## src/rtl/mrd_pkg.sv

```systemverilog
// Shared definitions for the multi-stage read/write frame controller:
// state encoding, default wait length and stage-count normalisation.
package mrd_pkg;

  typedef enum logic [2:0] {
    ST_IDLE        = 3'd0,
    ST_SINK        = 3'd1,
    ST_WAIT_TO_RD  = 3'd2,
    ST_RD          = 3'd3,
    ST_WAIT_WR_END = 3'd4,
    ST_SOURCE      = 3'd5
  } state_e;

  localparam int WAIT_CYC_DEF = 4;

  // A stage count of zero still means one pass through the butterfly.
  function automatic logic [2:0] effStages(input logic [2:0] n);
    return (n == 3'd0) ? 3'd1 : n;
  endfunction

endpackage

```

## src/rtl/mrd_fsm_ctrl.sv

```systemverilog
// Frame controller: sinks a frame, runs num_stages read/write-back passes,
// then streams N beats out. All outputs are registered.
module mrd_fsm_ctrl
  import mrd_pkg::*;
#(
  parameter int wCNT     = 12,
  parameter int WAIT_CYC = WAIT_CYC_DEF
) (
  input  logic            clk,
  input  logic            rst_n,
  input  logic [wCNT-1:0] dft_size,
  input  logic [2:0]      num_stages,
  input  logic            in_valid,
  input  logic            in_sop,
  input  logic            in_eop,
  input  logic            overTime,
  input  logic            rd_last,
  input  logic            wr_last,
  input  logic            src_ready,
  output logic            in_ready,
  output logic [2:0]      fsm,
  output logic [2:0]      stage,
  output logic            rd_start,
  output logic            src_valid,
  output logic            src_last,
  output logic            done,
  output logic            err_overtime,
  output logic            err_len
);

  localparam logic [wCNT-1:0] CNT_MAX   = '1;
  localparam logic [wCNT-1:0] WAIT_LAST = (WAIT_CYC > 1) ? wCNT'(WAIT_CYC - 1) : '0;

  state_e          r_state, w_stateNxt;
  logic [2:0]      r_stage, w_stageNxt;
  logic [2:0]      r_nStg, w_nStgNxt;
  logic [wCNT-1:0] r_cnt, w_cntNxt;
  logic [wCNT-1:0] r_wait, w_waitNxt;
  logic [wCNT-1:0] r_n, w_nNxt;
  logic [wCNT-1:0] w_cntInc;
  logic            r_inReady, r_srcValid, r_srcLast, r_rdStart;
  logic            r_done, r_errOt, r_errLen;
  logic            w_inReadyNxt, w_srcValidNxt, w_srcLastNxt, w_rdStartNxt;
  logic            w_doneNxt, w_errOtNxt, w_errLenNxt;

  assign w_cntInc = (r_cnt == CNT_MAX) ? CNT_MAX : r_cnt + wCNT'(1);

  always_comb begin
    w_stateNxt  = r_state;
    w_stageNxt  = r_stage;
    w_nStgNxt   = r_nStg;
    w_cntNxt    = r_cnt;
    w_waitNxt   = r_wait;
    w_nNxt      = r_n;
    w_doneNxt   = 1'b0;
    w_errOtNxt  = 1'b0;
    w_errLenNxt = 1'b0;
    case (r_state)
      ST_IDLE: begin
        if (in_valid && in_sop) begin
          w_stateNxt = ST_SINK;
          w_nNxt     = dft_size;
          w_nStgNxt  = effStages(num_stages);
          w_cntNxt   = wCNT'(1);
          w_stageNxt = 3'd0;
        end
      end
      ST_SINK: begin
        // Watchdog abort wins over a coincident end-of-packet.
        if (overTime) begin
          w_stateNxt = ST_IDLE;
          w_errOtNxt = 1'b1;
        end else if (in_valid) begin
          w_cntNxt = w_cntInc;
          if (in_eop) begin
            if (w_cntInc == r_n && w_cntInc != CNT_MAX) begin
              w_stateNxt = ST_WAIT_TO_RD;
              w_stageNxt = 3'd0;
              w_waitNxt  = '0;
            end else begin
              w_stateNxt  = ST_IDLE;
              w_errLenNxt = 1'b1;
            end
          end
        end
      end
      ST_WAIT_TO_RD: begin
        if (r_wait >= WAIT_LAST) begin
          w_stateNxt = ST_RD;
        end else begin
          w_waitNxt = r_wait + wCNT'(1);
        end
      end
      ST_RD: begin
        if (rd_last) begin
          w_stateNxt = ST_WAIT_WR_END;
        end
      end
      ST_WAIT_WR_END: begin
        if (wr_last) begin
          if (r_stage == r_nStg - 3'd1) begin
            w_stateNxt = ST_SOURCE;
            w_cntNxt   = '0;
          end else begin
            w_stateNxt = ST_WAIT_TO_RD;
            w_stageNxt = r_stage + 3'd1;
            w_waitNxt  = '0;
          end
        end
      end
      ST_SOURCE: begin
        if (src_ready) begin
          if (r_cnt == r_n - wCNT'(1)) begin
            w_stateNxt = ST_IDLE;
            w_doneNxt  = 1'b1;
          end else begin
            w_cntNxt = r_cnt + wCNT'(1);
          end
        end
      end
      default: w_stateNxt = ST_IDLE;
    endcase

    if (w_stateNxt == ST_IDLE) begin
      w_stageNxt = 3'd0;
      w_cntNxt   = '0;
      w_waitNxt  = '0;
    end

    w_inReadyNxt  = (w_stateNxt == ST_IDLE) || (w_stateNxt == ST_SINK);
    w_srcValidNxt = (w_stateNxt == ST_SOURCE);
    w_srcLastNxt  = (w_stateNxt == ST_SOURCE) && (w_cntNxt == w_nNxt - wCNT'(1));
    w_rdStartNxt  = (w_stateNxt == ST_RD) && (r_state != ST_RD);
  end

  always_ff @(posedge clk or negedge rst_n) begin
    if (!rst_n) begin
      r_state    <= ST_IDLE;
      r_stage    <= 3'd0;
      r_nStg     <= 3'd0;
      r_cnt      <= '0;
      r_wait     <= '0;
      r_n        <= '0;
      r_inReady  <= 1'b1;
      r_srcValid <= 1'b0;
      r_srcLast  <= 1'b0;
      r_rdStart  <= 1'b0;
      r_done     <= 1'b0;
      r_errOt    <= 1'b0;
      r_errLen   <= 1'b0;
    end else begin
      r_state    <= w_stateNxt;
      r_stage    <= w_stageNxt;
      r_nStg     <= w_nStgNxt;
      r_cnt      <= w_cntNxt;
      r_wait     <= w_waitNxt;
      r_n        <= w_nNxt;
      r_inReady  <= w_inReadyNxt;
      r_srcValid <= w_srcValidNxt;
      r_srcLast  <= w_srcLastNxt;
      r_rdStart  <= w_rdStartNxt;
      r_done     <= w_doneNxt;
      r_errOt    <= w_errOtNxt;
      r_errLen   <= w_errLenNxt;
    end
  end

  assign fsm          = r_state;
  assign stage        = r_stage;
  assign in_ready     = r_inReady;
  assign src_valid    = r_srcValid;
  assign src_last     = r_srcLast;
  assign rd_start     = r_rdStart;
  assign done         = r_done;
  assign err_overtime = r_errOt;
  assign err_len      = r_errLen;

endmodule

```

## config.mk

```make
export PLATFORM = sky130hd
export DESIGN_NAME = mrd_fsm_ctrl
export DESIGN_NICKNAME = d
export VERILOG_FILES = /design/src/rtl/mrd_pkg.sv /design/src/rtl/mrd_fsm_ctrl.sv
export SDC_FILE = /design/constraint.sdc
export NUM_CORES = 1
export LEC_CHECK = 0
export BUFFER_PORTS_ARGS = -buffer_cell sky130_fd_sc_hd__buf_2
export CAP_MARGIN = 0
export CORE_UTILIZATION = 55
export DETAILED_ROUTE_END_ITERATION = 10
export GPL_ROUTABILITY_DRIVEN = 0
export GPL_TIMING_DRIVEN = 0
export PLACE_DENSITY = 0.77
export SLEW_MARGIN = 15
export SYNTH_ARGS = -nofsm -noshare
export SYNTH_HDL_FRONTEND = slang
export SYNTH_SLANG_ARGS = --single-unit
```

## constraint.sdc

```tcl
create_clock -name clk -period 3.7 [get_ports clk]
set_input_delay 0.37 -clock clk [delete_from_list [all_inputs] [get_ports clk]]
set_output_delay 0.37 -clock clk [all_outputs]
set_load 0.02 [all_outputs]
```

==> summary.md, run 1 <==
| Metric | Value |
|---|---|
| Synthesis-to-finish area growth | `15.0%` |
| Post-DP HPWL | `between 10 and 15 mm` |
| CP startpoint kind | `register` |
| FP Rows | `32` |
| Post-layout total power | `between 3 and 4 mW` |
| Commonest non-fill, non-tap cell in the layout | `dfrtp_1` |
| Detailed Routing Iterations Pass 1 | `6` |
| Synth Area per Inst | `7.96 µm²` |
| Die area | `8480 µm²` |
| CTS tree | `built` |
| Sequential element share of the synthesized area | `0.292` |
| Vert. Die Dim | `about 92 µm` |
| Period utilisation layout | `0.974` |
| Static leakage | `approximately 2.2 nW` |
| Max Cap Violations | `0` |
| Minimum clock period after layout | `3600 ps` |
| Worst hold margin | `59.8 ps` |
| Setup_tns | `0 ps` |
| Worst Path Arrival | `about 3800 ps` |
| Status | `complete, no violations` |
| Vias per cell | `6.72` |
| Async SR Flop Fraction | `1.00` |
| Total wire length | `13.9 mm` |
| Max Clock Freq | `between 0.2 and 0.3 GHz` |
| Number of global-route vias before repair | `4367` |
| Remaining global-route overflow | `0` |
| DRC viols | `0` |
| Yosys reg bits | `52` |
| First-pass GRT wire length | `22.1 mm` |
| Total Routing Usage GR | `0.334` |
| Dominant register cell in the synthesized netlist | `dfrtp_1` |
| EDFF count, synth | `0` |
| Antenna violations before repair | `0` |
| Port buffer count | `36` |
| Clk slew on worst S/H paths | `110 ps` |
| Syn_nets | `around 600` |
| Worst setup EP type | `register` |
| Core area | `7810 µm²` |
| Peak VDD IR | `423 µV` |
| Final-report hold violation count | `0` |
| Critical Path Fanout Max | `10` |
| Critical Path RT | `around 3900 ps` |
| Clk Latency, worst-skew pair | `320 ps` |
| Hold buffer count at cts | `0` |
| CTS buffer count | `5` |
| Setup violators final | `0` |
| Post-layout nets | `643` |
| Min setup slack post-route | `approximately 97 ps` |
| Yosys warns | `0` |
| Initial Utilization | `0.572` |
| Fin Clk Skew | `around 17 ps` |
| CTS Sinks | `52` |
| Synth Cell Area | `4460 µm²` |
| Max clock buf depth | `2` |
| Worst setup path class | `register to register` |
| Total number of vias | `4815` |
| Pwr dens | `a little over 600 nW/µm²` |
| DRT antenna net count | `0` |
| WL/cell | `around 19 µm` |
| Horiz. Die Dim | `about 90 µm` |
| Slew Limit Fails | `0` |
| Design area | `roughly 5100 µm²` |
| Share of cells above drive strength 1 | `0.186` |
| Hold Path Class | `primary input to async pin` |
| H-Tree Depth | `2` |
| Starting DRT DRC Count | `904` |
| Pin count of the biggest net entering global routing | `53` |
| Ports | `37` |
| Pre-CTS WS | `-749 ps` |
| FILL cells | `652` |
| Unique cell type count in the Yosys netlist | `78` |
| Antenna Cells | `0` |
| Commonest non-fill, non-tap cells in the layout | `dfrtp_1 (48), nand2_1 (46), nor2_1 (43)` |
| Max-slew headroom at the worst pin | `0.576` |
| Post-synthesis cell count | `561` |
| DP Area | `4780 µm²` |
| Clock root buffer | `clkbuf_8` |
| Slew at the pin closest to its max-slew limit | `631 ps` |
==> per-layer routing <==
layer / up-vias / routed length [µm] / GRT usage
met2: 368 / 5910 / 0.491
met1: 2203 / 5670 / 0.458
li1: 2164 / - / -
met3: 80 / 1560 / 0.0763
met5: - / 0 / 0
met4: 0 / 757 / 0.171
==> cell type report <==
cell class | count | area [µm²] | area share
clock buffers | 5 | 68.8 | 0.0134
multi-input cells | 449 | 3090 | 0.602
flip-flops and latches | 52 | 1310 | 0.255
repair buffers | 49 | 280 | 0.0546
plain buffers | 33 | 149 | 0.0290
clock inverters | 3 | 26.3 | 0.00512
inverters | 23 | 86.3 | 0.0168
well taps | 102 | 128 | 0.0249
==> synthesized netlist by cell type, types with 4 or more instances <==
library cell,n,area share
nor4_1,7,0.0098
ha_1,6,0.017
nand3_1,18,0.020
o31ai_1,4,0.0067
and3_1,13,0.018
or3_1,5,0.0070
buf_2,6,0.0067
buf_1,4,0.0034
o211ai_1,5,0.0084
o21ai_0,24,0.027
o21a_1,4,0.0067
nand2_1,47,0.040
a32oi_1,5,0.0098
nand2b_1,4,0.0056
nor4_2,4,0.011
and4_1,4,0.0078
a21o_1,5,0.0084
or2_2,4,0.0056
and2_1,13,0.018
o22ai_1,11,0.015
a31oi_1,11,0.015
mux2i_1,13,0.029
dfrtp_1,51,0.29
nor3_1,23,0.026
nor3b_1,9,0.015
a211oi_1,4,0.0067
nor2_1,44,0.037
a21oi_1,30,0.034
nand4_1,11,0.015
inv_1,23,0.019
nand3b_1,5,0.0084
xor2_1,10,0.020
xnor2_1,28,0.055
clkbuf_1,26,0.022
nor2b_1,14,0.020
==> registers in the layout (all words and copies together), names as in the netlist, 3 cells and up <==
name	flops
r_cnt	12
stage	3
fsm	3
r_wait	12
r_nStg	3
r_n	12
==> power breakdown <==
group	internal [mW]	switching (mW)
clock	0.138	0.211
sequential	0.697	0.122
combinational	0.785	1.25
total	1.62	1.58
==> cell families after synthesis <==
family | count (synthesis) | synth area share
buffers and inverters | 60 | 0.0530
XOR/XNOR | 40 | 0.0846
flip-flops | 52 | 0.292
multiplexers | 13 | 0.0291
AO/OA/AOI/OAI | 148 | 0.227
adder cells (fa/ha/maj) | 6 | 0.0168
AND/OR/NAND/NOR | 242 | 0.298
==> timing repair <==
item                                    in CTS  in global routing
pin swaps                                    4                  9
setup buffers                                3                 10
endpoints found under the hold margin        0                  0
gates resized for setup                     16                 32
endpoints found under the setup margin      15                 14
==> path summary, 6_finish.rpt <==
check,from,endpoint,slack [ps],depth (start not counted)
min reg2reg,r_wait[10]$_DFFE_PN0P_,r_wait[10]$_DFFE_PN0P_,500,1
max reg2reg,r_cnt[0]$_DFF_PN0_,stage[2]$_DFFE_PN0P_,100,14
max,r_cnt[0]$_DFF_PN0_,stage[2]$_DFFE_PN0P_,100,14
min in group clk,num_stages[2],r_nStg[2]$_DFFE_PN0P_,250,3
min,rst_n,done$_DFF_PN0_,60,1
max in group asynchronous,rst_n,r_cnt[0]$_DFF_PN0_,3160,1
==> per-stage QoR <==
stage / utilization / std cells
6_report: 0.657 / 716
5_1_grt: 0.657 / 716
4_1_cts: 0.637 / 708
3_5_place_dp: 0.612 / 699
3_3_place_gp: 0.612 / 699
2_1_floorplan: - / 561
==> critical path, stage by stage (launching register included) <==
cell and delay [ps]:
dfrtp_2 490, ha_2 290, and3_1 170, buf_2 230, a21oi_1 180, or3_1 370
a32oi_1 160, nand4_1 210, nor4_4 270, buf_4 200, a21oi_1 70, or2_1 270
a211oi_4 290, or2_1 190, a31oi_1 110
(Power assumes the default switching activity.)
==> run 2: changes to the inputs <==
==> constraint.sdc (replaced) <==
create_clock -name clk -period 3.3 [get_ports clk]
set_input_delay 0.33 -clock clk [delete_from_list [all_inputs] [get_ports clk]]
set_output_delay 0.33 -clock clk [all_outputs]
set_load 0.02 [all_outputs]
==> run 2 against run 1 <==
  * The run now ends with negative setup slack left
  * Final cell count is 2.2% higher
  * Total power is 22% higher
  * Via count is 5.7% higher
  * Final area is 7.7% higher
  * Maximum frequency is 3.5% higher
  * Largest cell class unchanged
  * Worst setup slack worse by 280 ps
  * Critical path depth is 1 lower
  * Critical path type unchanged
==> summary.md, run 2 (synthesized netlist as in run 1, its figures left out) <==
| Metric | Value |
|---|---|
| Status | `complete, but fails checks` |
| Violated checks | `negative setup slack` |
| Post-layout nets | `659 (+2.5%)` |
| WL/cell | `21.0 µm (+8.5%)` |
| DRC viols | `0 (unchanged)` |
| Total Routing Usage GR | `0.359 (+0.0249)` |
| Pin count of the biggest net entering global routing | `53 (unchanged)` |
| Worst setup EP type | `register` |
| Register area | `1310 µm² (+0.19%)` |
| Setup_tns | `-183 ps (-183 ps)` |
| RSZ-0062 raised after global routing | `yes` |
| Commonest non-fill, non-tap cells in the layout | `dfrtp_1 (46), nand2_1 (45), nor2_1 (42)` |
| Peak VDD IR | `522 µV (+23%)` |
| Detailed Routing Iterations Pass 1 | `10 (+4)` |
| CTS Sinks | `52 (unchanged)` |
| Number of global-route vias before repair | `4662 (+6.8%)` |
| Clk Latency, worst-skew pair | `320 ps (about the same)` |
| Max clock buf depth | `2 (unchanged)` |
| Clock share of power | `0.120 (+0.011)` |
| CTS tree | `built` |
| Total number of vias | `5090 (+5.7%)` |
| Antenna violations before repair | `0 (unchanged)` |
| Clock root buffer | `clkbuf_8` |
| Core area | `7810 µm² (unchanged)` |
| FP Rows | `32 (unchanged)` |
| Initial Utilization | `0.572 (unchanged)` |
| Seq pwr share | `0.234 (-0.022)` |
| Share of cells above drive strength 1 | `0.262 (+0.0762)` |
| Max Clock Freq | `0.287 GHz (+3.5%)` |
| Setup violators final | `1 (+1)` |
| Slew Limit Fails | `0 (unchanged)` |
| Worst Path Arrival | `3730 ps (-70 ps)` |
| Ports | `37 (unchanged)` |
| Max Cap Violations | `0 (unchanged)` |
| Die area | `8480 µm² (unchanged)` |
| Starting DRT DRC Count | `862 (-4.6%)` |
| Remaining global-route overflow | `0 (unchanged)` |
| Post-DP HPWL | `10.2 mm (+2.1%)` |
| Worst setup path class | `register to register` |
| DRT antenna net count | `0 (unchanged)` |
| Total wire length | `15.4 mm (+11%)` |
| Area occupied by multi-input gates | `3280 µm² (+6.1%)` |
| Hold Path Class | `primary input to async pin` |
| Synthesis-to-finish area growth | `23.8%` |
| Clk slew on worst S/H paths | `110 ps (about the same)` |
| Fin Clk Skew | `11.4 ps (-5.82 ps)` |
| Switch share | `0.481 (-0.0131)` |
| GR Util met3 | `0.0738 (-0.00249)` |
| Critical Path RT | `3550 ps (-350 ps)` |
| Period utilisation layout | `1.06 (+0.0815)` |
| Horiz. Die Dim | `92.1 µm (unchanged)` |
| Critical Path Fanout Max | `10 (unchanged)` |
| Max-slew headroom at the worst pin | `0.483 (-0.0925)` |
| Psw | `1.88 mW (+19%)` |
| CTS buffer count | `5 (unchanged)` |
| H-Tree Depth | `2 (unchanged)` |
| Min setup slack post-route | `-183 ps (-279 ps)` |
| Top Usage Layer GRT | `met2` |
| Pwr dens | `706 nW/µm² (+13%)` |
| Commonest non-fill, non-tap cell in the layout | `dfrtp_1` |
| Vert. Die Dim | `92.1 µm (unchanged)` |
| Antenna Cells | `0 (unchanged)` |
| FILL cells | `581 (-11%)` |
| Vias per cell | `6.95 (+3.4%)` |
| Post-layout total power | `3.90 mW (+22%)` |
| Port buffer count | `36 (unchanged)` |
| Static leakage | `2.37 nW (+7.7%)` |
| Slew at the pin closest to its max-slew limit | `769 ps (+138 ps)` |
| Logic pwr share | `0.646 (+0.011)` |
| Internal | `2.03 mW (+25%)` |
| First-pass GRT wire length | `23.8 mm (+7.6%)` |
| Minimum clock period after layout | `3480 ps (-121 ps)` |
| M2 GR Usage | `0.545 (+0.0547)` |
| Biggest regs | `r_cnt: 12 flops, r_n: 12 flops, r_wait: 12 flops` |
| Final-report hold violation count | `0 (unchanged)` |
| Met1 Resource Use GR | `0.492 (+0.0340)` |
| CP startpoint kind | `register` |
[run 2: worst max-delay path, stage by stage, from the launching register on]
cell and delay [ps]:
dfrtp_1 410, clkbuf_1 290, nor4_1 470, a31oi_1 170, and4b_1 270, and4_4 320
a21oi_4 110, buf_4 160, and2_0 180, o221ai_1 370, o21ai_0 190, nor3_2 200
a21oi_1 80, nor3_2 180
[run 2: what timing repair did]
action	4_1_cts	5_1_grt
setup endpoints to repair	21	13
resized for setup	45	58
gates cloned	0	1
pin swaps	14	15
setup buffers	18	9
hold buffers	0	0
[run 2: cell type report]
cell class	instances	share of cell area
multi-input cells	449	0.593
flip-flops and latches	52	0.237
clock inverters	2	0.00702
repair buffers	64	0.0742
clock buffers	6	0.0131
inverters	23	0.0156
plain buffers	34	0.0376
well taps	102	0.0231
[run 2: worst paths after layout]
kind	slack [ps]	start	cells past startpoint	endpoint
max	-180	r_n[3]$_DFF_PN0_	13	src_last$_DFF_PN0_
min	30	rst_n	1	r_wait[3]$_DFFE_PN0P_
max reg2reg	-180	r_n[3]$_DFF_PN0_	13	src_last$_DFF_PN0_
min reg2reg	510	r_wait[10]$_DFFE_PN0P_	1	r_wait[10]$_DFFE_PN0P_
max in group asynchronous	2780	rst_n	1	r_cnt[0]$_DFF_PN0_
min in group clk	210	num_stages[2]	3	r_nStg[2]$_DFFE_PN0P_
[run 2: power groups by stage]
stage	combinational, mW	clock, mW	sequential [mW]
final	2.52	0.466	0.914
after global placement	2.02	0	0.897
after global routing	2.69	0.491	0.929
after floorplan	1.56	0	0.906
after detailed placement	2.08	0	0.904
after CTS	2.31	0.467	0.904
[run 2: metrics by stage]
step / instances / cell area [µm²] / hold WS [ps] / util / worst slack [ps]
after floorplan: 561 / 4510 / 34.4 / - / 0.716
after global placement: 699 / 4820 / 469 / 0.617 / -999
after detailed placement: 699 / 4820 / 491 / 0.617 / -1090
after CTS: 722 / 5270 / 208 / 0.675 / -36.9
after global routing: 732 / 5530 / 90.2 / 0.708 / -271
final: 732 / 5530 / 33.7 / 0.708 / -183
[run 2: layer usage]
| layer | vias to the layer above | wire length (µm) |
|---|---|---|
| li1 | 2207 | - |
| met1 | 2329 | 5880 |
| met2 | 436 | 6650 |
| met3 | 118 | 2000 |
| met4 | 0 | 873 |
| met5 | - | 0 |
